### config.mk
export PLATFORM = sky130hd
export DESIGN_NAME = mii_frame_receiver_flat
export DESIGN_NICKNAME = d
export VERILOG_FILES = /design/src/rtl/mii_frame_receiver_if.sv /design/src/rtl/mii_frame_receiver.sv /design/src/flat_wrapper.sv
export SDC_FILE = /design/constraint.sdc
export NUM_CORES = 1
export LEC_CHECK = 0
export BUFFER_PORTS_ARGS = -buffer_cell sky130_fd_sc_hd__buf_2
export CAP_MARGIN = 20
export CORE_MARGIN = 8
export CORE_UTILIZATION = 27
export DETAILED_ROUTE_END_ITERATION = 10
export HOLD_SLACK_MARGIN = 0.06
export PLACE_DENSITY = 0.4
export SYNTH_ARGS = -nofsm -noshare
export SYNTH_HDL_FRONTEND = slang
export SYNTH_SLANG_ARGS = --single-unit
### constraint.sdc
create_clock -name clock -period 6.4 [get_ports clock]
set_clock_uncertainty 0.15 [all_clocks]
set_input_delay 0.32 -clock clock [delete_from_list [all_inputs] [get_ports clock]]
set_output_delay 0.32 -clock clock [all_outputs]
set_load 0.05 [all_outputs]
### src/rtl/mii_frame_receiver_if.sv
// MII receive-side signal bundle: the PHY drives it (master), the frame receiver samples it (slave).
interface mii_frame_receiver_if;
    logic [3:0] rxd;
    logic       rx_dv;
    logic       rx_er;

    modport master (output rxd, rx_dv, rx_er);
    modport slave  (input  rxd, rx_dv, rx_er);
endinterface

### src/rtl/mii_frame_receiver.sv
// MII frame receiver: strips preamble/SFD, writes post-SFD bytes to frame RAM, checks FCS and length.
// Define RX_MAC_FILTER_EN to add destination-MAC filtering (BOARD_MAC or broadcast) and mac_miss.
module mii_frame_receiver #(
    parameter int unsigned MAX_BYTES = 1518,
    parameter int unsigned MIN_BYTES = 64,
    parameter int unsigned ADDR_W    = 11
`ifdef RX_MAC_FILTER_EN
    ,
    parameter logic [47:0] BOARD_MAC = 48'h0000_0000_0000
`endif
) (
    input  logic                 clock,
    input  logic                 sclr,
    mii_frame_receiver_if.slave  mii,
    output logic [ADDR_W-1:0]    ram_wraddr,
    output logic [7:0]           ram_data,
    output logic                 ram_wren,
    output logic                 busy,
    output logic                 frame_done,
    output logic                 frame_ok,
    output logic [15:0]          frame_len,
    output logic                 crc_err,
    output logic                 len_err,
    output logic                 phy_err,
    output logic [15:0]          drop_cnt
`ifdef RX_MAC_FILTER_EN
    ,
    output logic                 mac_miss
`endif
);

    typedef enum logic [2:0] {StIdle, StPre, StData, StDrop, StEnd} state_e;

    localparam logic [31:0] CrcResidue = 32'hDEBB20E3;
    localparam logic [15:0] MaxLen     = 16'(MAX_BYTES);
    localparam logic [15:0] MinLen     = 16'(MIN_BYTES);

    function automatic logic [31:0] crc_byte(input logic [31:0] c, input logic [7:0] d);
        logic [31:0] r;
        r = c ^ {24'h0, d};
        for (int i = 0; i < 8; i++) begin
            r = r[0] ? ((r >> 1) ^ 32'hEDB88320) : (r >> 1);
        end
        return r;
    endfunction

    state_e      state;
    logic [3:0]  nib_lo;
    logic        have_lo;
    logic [15:0] byte_cnt;
    logic [31:0] crc;
    logic        phy_seen;
    logic        oversize;
    logic        early_drop;
    logic [7:0]  cur_byte;
    logic [31:0] crc_upd;
    logic        end_crc_err;
    logic        end_len_err;
    logic        end_bad;

    assign cur_byte    = {mii.rxd, nib_lo};
    assign crc_upd     = crc_byte(crc, cur_byte);
    assign end_crc_err = (crc != CrcResidue);
    assign end_len_err = early_drop | oversize | have_lo | (byte_cnt < MinLen);
    assign end_bad     = end_crc_err | end_len_err | phy_seen;

`ifdef RX_MAC_FILTER_EN
    logic [47:0] mac_ref;
    logic        uni_hit;
    logic        bc_hit;
    logic        end_mac_miss;
    assign end_mac_miss = ~(uni_hit | bc_hit);
`endif

    always_ff @(posedge clock or posedge sclr) begin
        if (sclr) begin
            state      <= StIdle;
            nib_lo     <= '0;
            have_lo    <= 1'b0;
            byte_cnt   <= '0;
            crc        <= '1;
            phy_seen   <= 1'b0;
            oversize   <= 1'b0;
            early_drop <= 1'b0;
            ram_wraddr <= '0;
            ram_data   <= '0;
            ram_wren   <= 1'b0;
            busy       <= 1'b0;
            frame_done <= 1'b0;
            frame_ok   <= 1'b0;
            frame_len  <= '0;
            crc_err    <= 1'b0;
            len_err    <= 1'b0;
            phy_err    <= 1'b0;
            drop_cnt   <= '0;
`ifdef RX_MAC_FILTER_EN
            mac_ref    <= '0;
            uni_hit    <= 1'b0;
            bc_hit     <= 1'b0;
            mac_miss   <= 1'b0;
`endif
        end else begin
            ram_wren   <= 1'b0;
            frame_done <= 1'b0;
            if (mii.rx_dv && mii.rx_er) phy_seen <= 1'b1;

            unique case (state)
                // END behaves like IDLE so a back-to-back preamble nibble is not lost.
                StIdle, StEnd: begin
                    busy  <= 1'b0;
                    state <= StIdle;
                    if (mii.rx_dv) begin
                        state      <= (mii.rxd == 4'h5) ? StPre : StDrop;
                        early_drop <= (mii.rxd != 4'h5);
                        busy       <= 1'b1;
                        nib_lo     <= '0;
                        have_lo    <= 1'b0;
                        byte_cnt   <= '0;
                        crc        <= '1;
                        oversize   <= 1'b0;
                        phy_seen   <= mii.rx_er;
`ifdef RX_MAC_FILTER_EN
                        mac_ref    <= BOARD_MAC;
                        uni_hit    <= 1'b1;
                        bc_hit     <= 1'b1;
`endif
                    end
                end
                StPre: begin
                    if (!mii.rx_dv) begin
                        state <= StIdle;
                        busy  <= 1'b0;
                        if (drop_cnt != 16'hFFFF) drop_cnt <= drop_cnt + 16'd1;
                    end else if (mii.rxd == 4'hD) begin
                        state <= StData;
                    end else if (mii.rxd != 4'h5) begin
                        state      <= StDrop;
                        early_drop <= 1'b1;
                    end
                end
                StData, StDrop: begin
                    if (!mii.rx_dv) begin
                        state      <= StEnd;
                        busy       <= 1'b0;
                        frame_done <= 1'b1;
                        frame_len  <= byte_cnt;
                        crc_err    <= end_crc_err;
                        len_err    <= end_len_err;
                        phy_err    <= phy_seen;
`ifdef RX_MAC_FILTER_EN
                        frame_ok   <= ~end_bad & ~end_mac_miss;
                        mac_miss   <= end_mac_miss;
`else
                        frame_ok   <= ~end_bad;
`endif
                        if (end_bad && drop_cnt != 16'hFFFF) drop_cnt <= drop_cnt + 16'd1;
                    end else if (state == StData) begin
                        if (!have_lo) begin
                            nib_lo  <= mii.rxd;
                            have_lo <= 1'b1;
                        end else begin
                            have_lo <= 1'b0;
                            if (byte_cnt == MaxLen) begin
                                oversize <= 1'b1;
                                state    <= StDrop;
                            end else begin
                                ram_wren   <= 1'b1;
                                ram_data   <= cur_byte;
                                ram_wraddr <= byte_cnt[ADDR_W-1:0];
                                byte_cnt   <= byte_cnt + 16'd1;
                                crc        <= crc_upd;
`ifdef RX_MAC_FILTER_EN
                                if (byte_cnt < 16'd6) begin
                                    if (cur_byte != mac_ref[47:40]) uni_hit <= 1'b0;
                                    if (cur_byte != 8'hFF) bc_hit <= 1'b0;
                                    mac_ref <= {mac_ref[39:0], 8'h00};
                                end
`endif
                            end
                        end
                    end
                end
                default: state <= StIdle;
            endcase
        end
    end

endmodule

### src/flat_wrapper.sv
// flat-port wrapper written by rule: the top's interface ports become plain ports
module mii_frame_receiver_flat 
#(
    parameter int unsigned MAX_BYTES = 1518,
    parameter int unsigned MIN_BYTES = 64,
    parameter int unsigned ADDR_W    = 11

)
  (clock, sclr, ram_wraddr, ram_data, ram_wren, busy, frame_done, frame_ok, frame_len, crc_err, len_err, phy_err, drop_cnt, mii_rxd, mii_rx_dv, mii_rx_er);
  mii_frame_receiver_if mii_i ();
  input  logic clock;
  input  logic sclr;
  output logic [ADDR_W-1:0] ram_wraddr;
  output logic [7:0] ram_data;
  output logic ram_wren;
  output logic busy;
  output logic frame_done;
  output logic frame_ok;
  output logic [15:0] frame_len;
  output logic crc_err;
  output logic len_err;
  output logic phy_err;
  output logic [15:0] drop_cnt;
  input wire logic [$bits(mii_i.rxd)-1:0] mii_rxd;
  input wire logic [$bits(mii_i.rx_dv)-1:0] mii_rx_dv;
  input wire logic [$bits(mii_i.rx_er)-1:0] mii_rx_er;
  assign mii_i.rxd = mii_rxd;
  assign mii_i.rx_dv = mii_rx_dv;
  assign mii_i.rx_er = mii_rx_er;
  mii_frame_receiver #(.MAX_BYTES(MAX_BYTES), .MIN_BYTES(MIN_BYTES), .ADDR_W(ADDR_W)) u_core (.clock(clock), .sclr(sclr), .mii(mii_i), .ram_wraddr(ram_wraddr), .ram_data(ram_data), .ram_wren(ram_wren), .busy(busy), .frame_done(frame_done), .frame_ok(frame_ok), .frame_len(frame_len), .crc_err(crc_err), .len_err(len_err), .phy_err(phy_err), .drop_cnt(drop_cnt));
endmodule
# --- Word level (Yosys, flattened, before mapping) ---
# Cells that the tools add are included.
classes:
  n_addsub: 2
  magnitude_cmp: 1
  n_eq_ne: 29
  mux: 68
  bitwise: 17
  n_reduce_logical: 20
ops:
  columns: ["operator", "count"]
  rows:
  - ["$mux W32", 13]
  - ["$mux W16", 9]
  - ["$not A13 Y14", 8]
  - ["$pmux W16 S2", 2]
  - ["$pmux W32 S2", 1]
  - ["$add A16 B1 Y16 const B", 2]
  - ["$ne A32 B32 Y1 const B", 1]
  - ["$xor A32 B8 Y32", 1]
  - ["$mux W1", 24]
  - ["$mux W3", 8]
  - ["$reduce_and A5 Y1", 4]
  - ["$ne A2 B2 Y1 const B", 9]
  - ["$eq A16 B11 Y1 const B", 1]
  - ["$lt A16 B7 Y1 const B", 1]
  - ["$mux W4", 4]
  - ["$ne A16 B16 Y1 const B", 1]
  - ["$ne A2 B1 Y1 const B", 6]
  - ["$reduce_and A6 Y1", 2]
  - ["$ne A3 B2 Y1 const B", 3]
  - ["$pmux W3 S3", 1]
  - ["$pmux W1 S2", 4]
  - ["$pmux W4 S2", 1]
  - ["$reduce_and A4 Y1", 2]
  - ["$reduce_bool A2 Y1", 4]
  - ["15 further kinds", 25]
word_totals:
  register_bits: 117
  input_bits: 8
  out_inout_bits: 58
  wordCells: 156

# --- Logic depth before layout (Yosys ltp) ---
# Gate-level depths: netlist of the first run.
depth:
  depth_word: 22
  mapped_depth: 10
  ltp_nobuf: 9

# --- Worst setup path after synthesis of the first run ---
# No wires, ideal clock.
synth_path:
  path_kind: "register to register"
  startpoint: "register u_core.drop_cnt[5]"
  endpoint: "register u_core.drop_cnt[1]"
  t_arrival_ns: 2.322
  setup_slack_ns: 3.800
  stages_incl_launch_ff: 7
  path_buffers: 1
  period_less_slack_ns: 2.600
  path_cell_list: "dfrtp_1 nand3_1 or3_1 o41a_1 o21ai_4 buf_6 mux2_1"
synth_via:
  elab_chain_cells: 4
synth_rtl:
  columns: ["element", "line_no", "text"]
  rows:
  - ["start: declaration", "mii_frame_receiver.sv:25", "output logic [15:0] drop_cnt"]
  - ["start signal: assignment", "mii_frame_receiver.sv:133", "if (drop_cnt != 16'hFFFF) drop_cnt <= drop_cnt + 16'd1;"]
  - ["start signal: assignment", "mii_frame_receiver.sv:156", "if (end_bad && drop_cnt != 16'hFFFF) drop_cnt <= drop_cnt + 16'd1;"]
  - ["$ne A16 B16 Y1 (*)", "mii_frame_receiver.sv:133, mii_frame_receiver.sv:156", null]
  - ["$logic_and A1 B1 Y1", "mii_frame_receiver.sv:156", null]
  - ["$ne A2 B1 Y1 (no source line)", null, null]
  - ["$reduce_and A5 Y1 (no source line) (*)", null, null]
# Mark *: on every way between the ends. The rest lies on a longest branch, timed or not.
# A chain may end at the register's enable or synchronous reset.

# --- Worst setup path after layout of the first run ---
layout_path:
  startpoint: "input mii_rx_dv"
  endpoint: "register u_core.ram_data[3]"
layout_via:
  elab_chain_cells: 1
layout_rtl:
  columns: ["element", "line_no", "text"]
  rows:
  - ["start: declaration", "flat_wrapper.sv:25", "input wire logic [$bits(mii_i.rx_dv)-1:0] mii_rx_dv;"]
  - ["$reduce_and A5 Y1 (no source line)", null, null]
  - ["end signal: assignment", "mii_frame_receiver.sv:168", "ram_data <= cur_byte;"]
  - ["end: declaration", "mii_frame_receiver.sv:16", "output logic [7:0] ram_data,"]
# Every way passes these cells.

==> results of run 1 <==
report_power, final:
part	total [mW]	internal, mW	switching (mW)	leakage, nW
logic	1.46	0.583	0.879	1.40
registers	1.09	0.945	0.144	1.45
clock network	0.873	0.522	0.351	0.256
worst max-delay path, delay by kind of cell:
family	cells	cell delay [ns]
buf+inv	4	1.40
compound gates	1	0.22
simple gates	5	1.66
sequential cells by signal, indices dropped and copies added (netlist names), named ones only:
name and flops:
u_core.busy 1, u_core.byte_cnt 16, u_core.crc 32, u_core.crc_err 1, u_core.drop_cnt 16, u_core.early_drop 1
u_core.frame_done 1, u_core.frame_len 16, u_core.frame_ok 1, u_core.have_lo 1, u_core.len_err 1, u_core.nib_lo 4
u_core.oversize 1, u_core.phy_err 1, u_core.ram_data 8, u_core.ram_wraddr 11, u_core.ram_wren 1, u_core.state 3
how the worst max path moves through the flow:
stage | from | to | slack (ns) | depth (start not counted)
floorplan | sclr | async pin | 2.88 | 1
global placement | mii_rx_dv | u_core.ram_wraddr[4]$_DFFE_PP0P_ | 3.20 | 9
detailed placement | mii_rx_dv | u_core.ram_data[3]$_DFFE_PP0P_ | 3.03 | 9
CTS | mii_rx_dv | u_core.ram_data[3]$_DFFE_PP0P_ | 2.93 | 10
global route | mii_rx_dv | u_core.ram_data[3]$_DFFE_PP0P_ | 2.63 | 10
finish | mii_rx_dv | u_core.ram_data[3]$_DFFE_PP0P_ | 2.97 | 10
cell type report:
cell class,count,area share [%]
sequential,117,43.6
timing repair buffer,77,6.66
clock inverter,11,1.16
inverter,15,0.865
clock buffer,20,6.86
multi-input combinational,385,35.9
tap,270,4.97
metal layers:
layer	part of all wire, %	wire (um)	vias to the layer above	global-route usage, %
li1	-	-	1966	-
met1	51	7150	1914	15.6
met2	44	6240	77	17.4
met3	3.6	503	15	3.00
met4	1.9	263	0	5.10
met5	0	0	-	0
layout by cell type, fill, tap and decap left out, types with 14 or more instances in the layout:
master and instances:
clkbuf_16 17, inv_1 14, mux2_2 18, xnor2_1 50, buf_2 65, nand4_1 14, dfrtp_1 85, xor2_1 45
a21oi_1 36, dfstp_2 32, nand2_1 67, nor2_1 63
per-stage QoR:
| step | std cells | worst slack [ns] | hold WS (ns) | total power [mW] |
|---|---|---|---|---|
| after floorplan | 537 | 2.88 | 0.275 | 2.25 |
| after global placement | 856 | 3.20 | 0.303 | 2.58 |
| after detailed placement | 857 | 3.03 | 0.313 | 2.57 |
| after CTS | 895 | 2.93 | 0.327 | 3.48 |
| final | 895 | 2.97 | 0.321 | 3.42 |
| after global routing | 895 | 2.63 | 0.354 | 3.66 |
kinds of logic after synthesis:
kind of cell,share of synthesized area (%)
and+or+nand+nor,17.0
adders and majority gates,0.676
AOI/OAI and AO/OA,6.31
xor gates and xnor gates,15.9
buffers and inverters,2.64
DFF,53.5
muxes,4.04
==> metrics.md, run 1 <==
| Metric | Value |
|---|---|
| Run status | `complete, no violations` |
| Most frequent CP cell | `nand2_1` |
| Synth unique cells | `44` |
| Synth top area share | `38.3%` |
| Layout cells sized above 1 | `25.4%` |
| RSZ-0062 raised after global routing | `false` |
| Core area | `0.0202 mm^2` |
| Slew Viols, Final | `0` |
| Cell Pwr Density | `504 mW/mm^2` |
| Via count | `3972` |
| Final Hold Vio Count | `0` |
| Seq/Total Area, Yosys | `53.5%` |
| Starting Density | `27.4%` |
| Min-Delay Startpoint | `u_core.ram_data[6]$_DFFE_PP0P_` |
| Antenna violations before repair | `0` |
| Root buf cell | `clkbuf_16` |
| Fmax | `292 MHz` |
| Worst path cell trace | `dlygate4sd3_1 -> buf_2 -> nand2b_1 -> nor2_2 -> a31o_2 -> nand2_1 -> inv_1 -> buf_4 -> nand2_1 -> nand2_1` |
| YS warnings | `0` |
| DR vias/cell | `4.44` |
| Largest net degree at the start of global routing | `70` |
| Wirelength per Cell | `15.8 um` |
| Slowest-stage cell, CP | `nor2_2` |
| Synth Cell Area | `0.00555 mm^2` |
| Average footprint of a synthesized cell | `10.3 um^2` |
| IO Port Bufs | `65` |
| Post-route cell area | `0.00680 mm^2` |
| DR DRC count | `0` |
| TritonCTS clock tree | `done` |
| Minimum clock period | `3.43 ns` |
| Dominant cells by area after synthesis | `dfrtp_1, dfstp_2, xnor2_1, xor2_1, nand2_1` |
| Max H-tree Level | `4` |
| Synth Instances | `537` |
| Post-Route WL | `14.2 mm` |
| CP peak stage delay | `0.65 ns` |
| Number of post-CTS setup repair buffers | `0` |
| FF-to-FF Start | `u_core.state[0]$_DFFE_PP0P_` |
| Reg-to-reg endpoint | `u_core.ram_data[3]$_DFFE_PP0P_` |
| Clk Latency, worst-skew pair | `0.42 ns` |
| Register Area | `0.00297 mm^2` |
| Worst R2R Path Depth | `8` |
| First-pass GRT wire length | `23.5 mm` |
| Ant diodes | `0` |
| Hold depth | `2` |
| CTS Hold Bufs | `7` |
| Least-Margin Pin Slew | `1.02 ns` |
| Synth Register Bits | `117` |
| HPWL Detailed | `9.74 mm` |
| 1st-pass router iterations | `7` |
| Die height | `159 um` |
| Row cnt | `52` |
| Multi-input logic area | `0.00244 mm^2` |
| Crit path required time | `6.61 ns` |
| Hold Path End | `u_core.ram_data[6]$_DFFE_PP0P_` |
| Die W | `159 um` |
| Primary FF master, synth | `dfrtp_1` |
| CTS Buf Count | `17` |
| Max transition margin | `31.7%` |
| Placer Congestion | `0.732` |
| Vias in the first global route | `4180` |
| Final #Nets | `624` |
| Most frequent cell after synthesis | `dfrtp_1` |
| GRT Total Usage | `11.7%` |
| Synth Net Count | `548` |
| Top post-synthesis cells by count | `dfrtp_1, nand2_1, nor2_1, xnor2_1, xor2_1` |
| Pleak | `3.10 nW` |
| Critical path peak fanout | `48` |
| Total congestion overflow | `0` |
| CTS sink cnt | `117` |
| Ys async rst share | `100%` |
| CP endpoint kind | `flop` |
| Post-DRT Antenna Nets | `0` |
| Max VDD drop | `0.218 mV` |
| HP Class | `flop to flop` |
| DR iter-0 viols | `292` |
| Die area | `0.0254 mm^2` |
| Layout area overhead | `22.5%` |
| Ports | `66` |
| R2r setup slk | `3.18 ns` |
| WP data arrival | `3.64 ns` |
| Placed Area | `0.00619 mm^2` |
| Fill cells | `2075` |
| Worst-case clock buffer depth | `2` |
| Setup TNS | `0 ns` |
| EDFF count, synth | `0` |
| Startpoint types | `primary input` |
| Synth area leader | `dfrtp_1` |
| Finished Core Util | `33.6%` |
| Cts repair resizes | `0` |
| Setup Viol. Count Final | `0` |
| Max_cap viols | `0` |
| Reg clk slew, reported paths | `0.06 ns` |
| Final Cycle Share | `53.6%` |
| Crit Path Class | `primary input to flop` |
(Power assumes the default switching activity.)
==> run 2, diff against run 1 <==
clock period = 3.25 ns   (was 6.4 ns; I/O delays follow)
==> run 2 against run 1 <==
  * Non-clock buffer count increased by 10
  * Power increased by 110%
  * Critical path depth decreased by 5
  * Clock power increased by 130%
  * Largest power group unchanged
==> metrics.md, run 2 (synthesis gave the netlist of run 1 again) <==
| Metric | Value |
|---|---|
| Total congestion overflow | `0` |
| Minimum clock period | `2.66 ns` |
| Antenna violations before repair | `0` |
| GRT Total Usage | `11.6%` |
| Via count | `4031` |
| Die height | `159 um` |
| First-pass GRT wire length | `23.4 mm` |
| Max H-tree Level | `4` |
| Core area | `0.0202 mm^2` |
| Wirelength per Cell | `15.6 um` |
| Worst-case clock buffer depth | `2` |
| Root buf cell | `clkbuf_16` |
| CP endpoint kind | `flop` |
| Placer Congestion | `0.757` |
| Layout area overhead | `25.5%` |
| Fill cells | `2025` |
| IO Port Bufs | `65` |
| Worst path cell trace | `or4b_1 -> nor4_1 -> nand4_1 -> o21ai_4 -> mux2_1` |
| Final Cycle Share | `82.0%` |
| Commonest non-fill, non-tap cells in the layout | `dfrtp_1, nand2_1, buf_2` |
| DR DRC count | `0` |
| HP Class | `primary input to async pin` |
| CTS sink cnt | `117` |
| Worst Setup SP | `u_core.crc[1]$_DFFE_PP1P_` |
| Most common cell after layout, fill and taps aside | `dfrtp_1` |
| Final #Nets | `634` |
| Layout cells sized above 1 | `26.3%` |
| Crit path required time | `3.40 ns` |
| CTS Buf Count | `17` |
| Run status | `complete, no violations` |
| Max_cap viols | `0` |
| Max VDD drop | `0.419 mV` |
| Crit Path Class | `flop to flop` |
| CP peak stage delay | `0.54 ns` |
| 1st-pass router iterations | `5` |
| Setup Viol. Count Final | `0` |
| Startpoint types | `flop` |
| Slowest-stage cell, CP | `dfstp_2` |
| Post-Route WL | `14.2 mm` |
| Pleak | `3.19 nW` |
| Critical path peak fanout | `16` |
| Vias in the first global route | `4175` |
| Setup TNS | `0 ns` |
| HPWL Detailed | `9.85 mm` |
| Finished Core Util | `34.4%` |
| Fmax | `375 MHz` |
| Least-Margin Pin Slew | `0.759 ns` |
| Ports | `66` |
| RSZ-0062 raised after global routing | `false` |
| Cell Pwr Density | `1020 mW/mm^2` |
| DR vias/cell | `4.45` |
| DR iter-0 viols | `214` |
| Flip-flop count of the largest register after layout | `32` |
| Die W | `159 um` |
| Register with the most flip-flops | `u_core.crc` |
| Max transition margin | `49.0%` |
| Die area | `0.0254 mm^2` |
| Post-DRT Antenna Nets | `0` |
| Ant diodes | `0` |
| Largest net degree at the start of global routing | `71` |
| Starting Density | `27.4%` |
| Clk Latency, worst-skew pair | `0.42 ns` |
| Reg clk slew, reported paths | `0.06 ns` |
| FF-to-FF Start | `u_core.crc[1]$_DFFE_PP1P_` |
| WP data arrival | `2.81 ns` |
| Row cnt | `52` |
| Final Hold Vio Count | `0` |
| TritonCTS clock tree | `done` |
| Slew Viols, Final | `0` |
==> run 2: power breakdown <==
part	switching (mW)	leakage [nW]	internal, mW	total, mW
Combinational	1.76	1.44	1.20	2.96
Clock	0.676	0.303	1.33	2.00
Sequential	0.277	1.45	1.86	2.14
==> run 2: metrics by stage <==
stage	hold slack (ns)	total power, mW	std cells	setup WS, ns	instance area [um^2]
2_1_floorplan	0.118	4.43	537	0.650	5550
3_3_place_gp	0.0533	5.14	866	0.596	6250
3_5_place_dp	0.0618	5.13	866	0.551	6250
4_1_cts	0.165	7.20	906	0.553	6960
5_1_grt	0.193	7.56	906	0.420	6960
6_report	0.166	7.10	906	0.586	6960
==> run 2: cell type report <==
class | count | area (um^2) | share of cell area (%)
Timing Repair Buffer | 87 | 523 | 7.51
Tap cell | 270 | 338 | 4.85
Clock inverter | 11 | 175 | 2.52
Inverter | 15 | 60.1 | 0.863
Clock buffer | 21 | 460 | 6.61
Multi-Input combinational cell | 385 | 2440 | 35.0
Sequential cell | 117 | 2970 | 42.6
==> run 2: worst paths after layout <==
path / to / slack (ns) / cells after the start
max: u_core.drop_cnt[1]$_DFFE_PP0P_ / 0.59 / 5
max in group asynchronous: u_core.crc[28]$_DFFE_PP1P_ / 2.01 / 4
min reg2reg: u_core.ram_data[6]$_DFFE_PP0P_ / 0.31 / 2
max reg2reg: u_core.drop_cnt[1]$_DFFE_PP0P_ / 0.59 / 5
min: u_core.drop_cnt[4]$_DFFE_PP0P_ / 0.17 / 3
min in group clock: u_core.ram_data[6]$_DFFE_PP0P_ / 0.31 / 2
==> run 2: repair_timing <==
action / 4_1_cts / 5_1_grt
buffers inserted: 0 / 0
endpoints found under the setup margin: 0 / 0
hold buffers: 8 / 0
endpoints found under the hold margin: 34 / 0
gates resized for setup: 0 / 0
==> run 2: critical path, delay by kind of cell, from the launching register on <==
family             cells  cell delay (ns)
muxes                  1             0.37
and+or+nand+nor        3             1.01
DFF                    1             0.54
AOI/OAI and AO/OA      1             0.48
==> run 2: metal layers <==
metal | up-vias | GRT usage (%) | share of wire [%]
met4 | 0 | 4.37 | 1.3
li1 | 1979 | - | -
met5 | - | 0 | 0
met2 | 84 | 17.7 | 45
met1 | 1955 | 15.3 | 48
met3 | 13 | 3.31 | 4.8
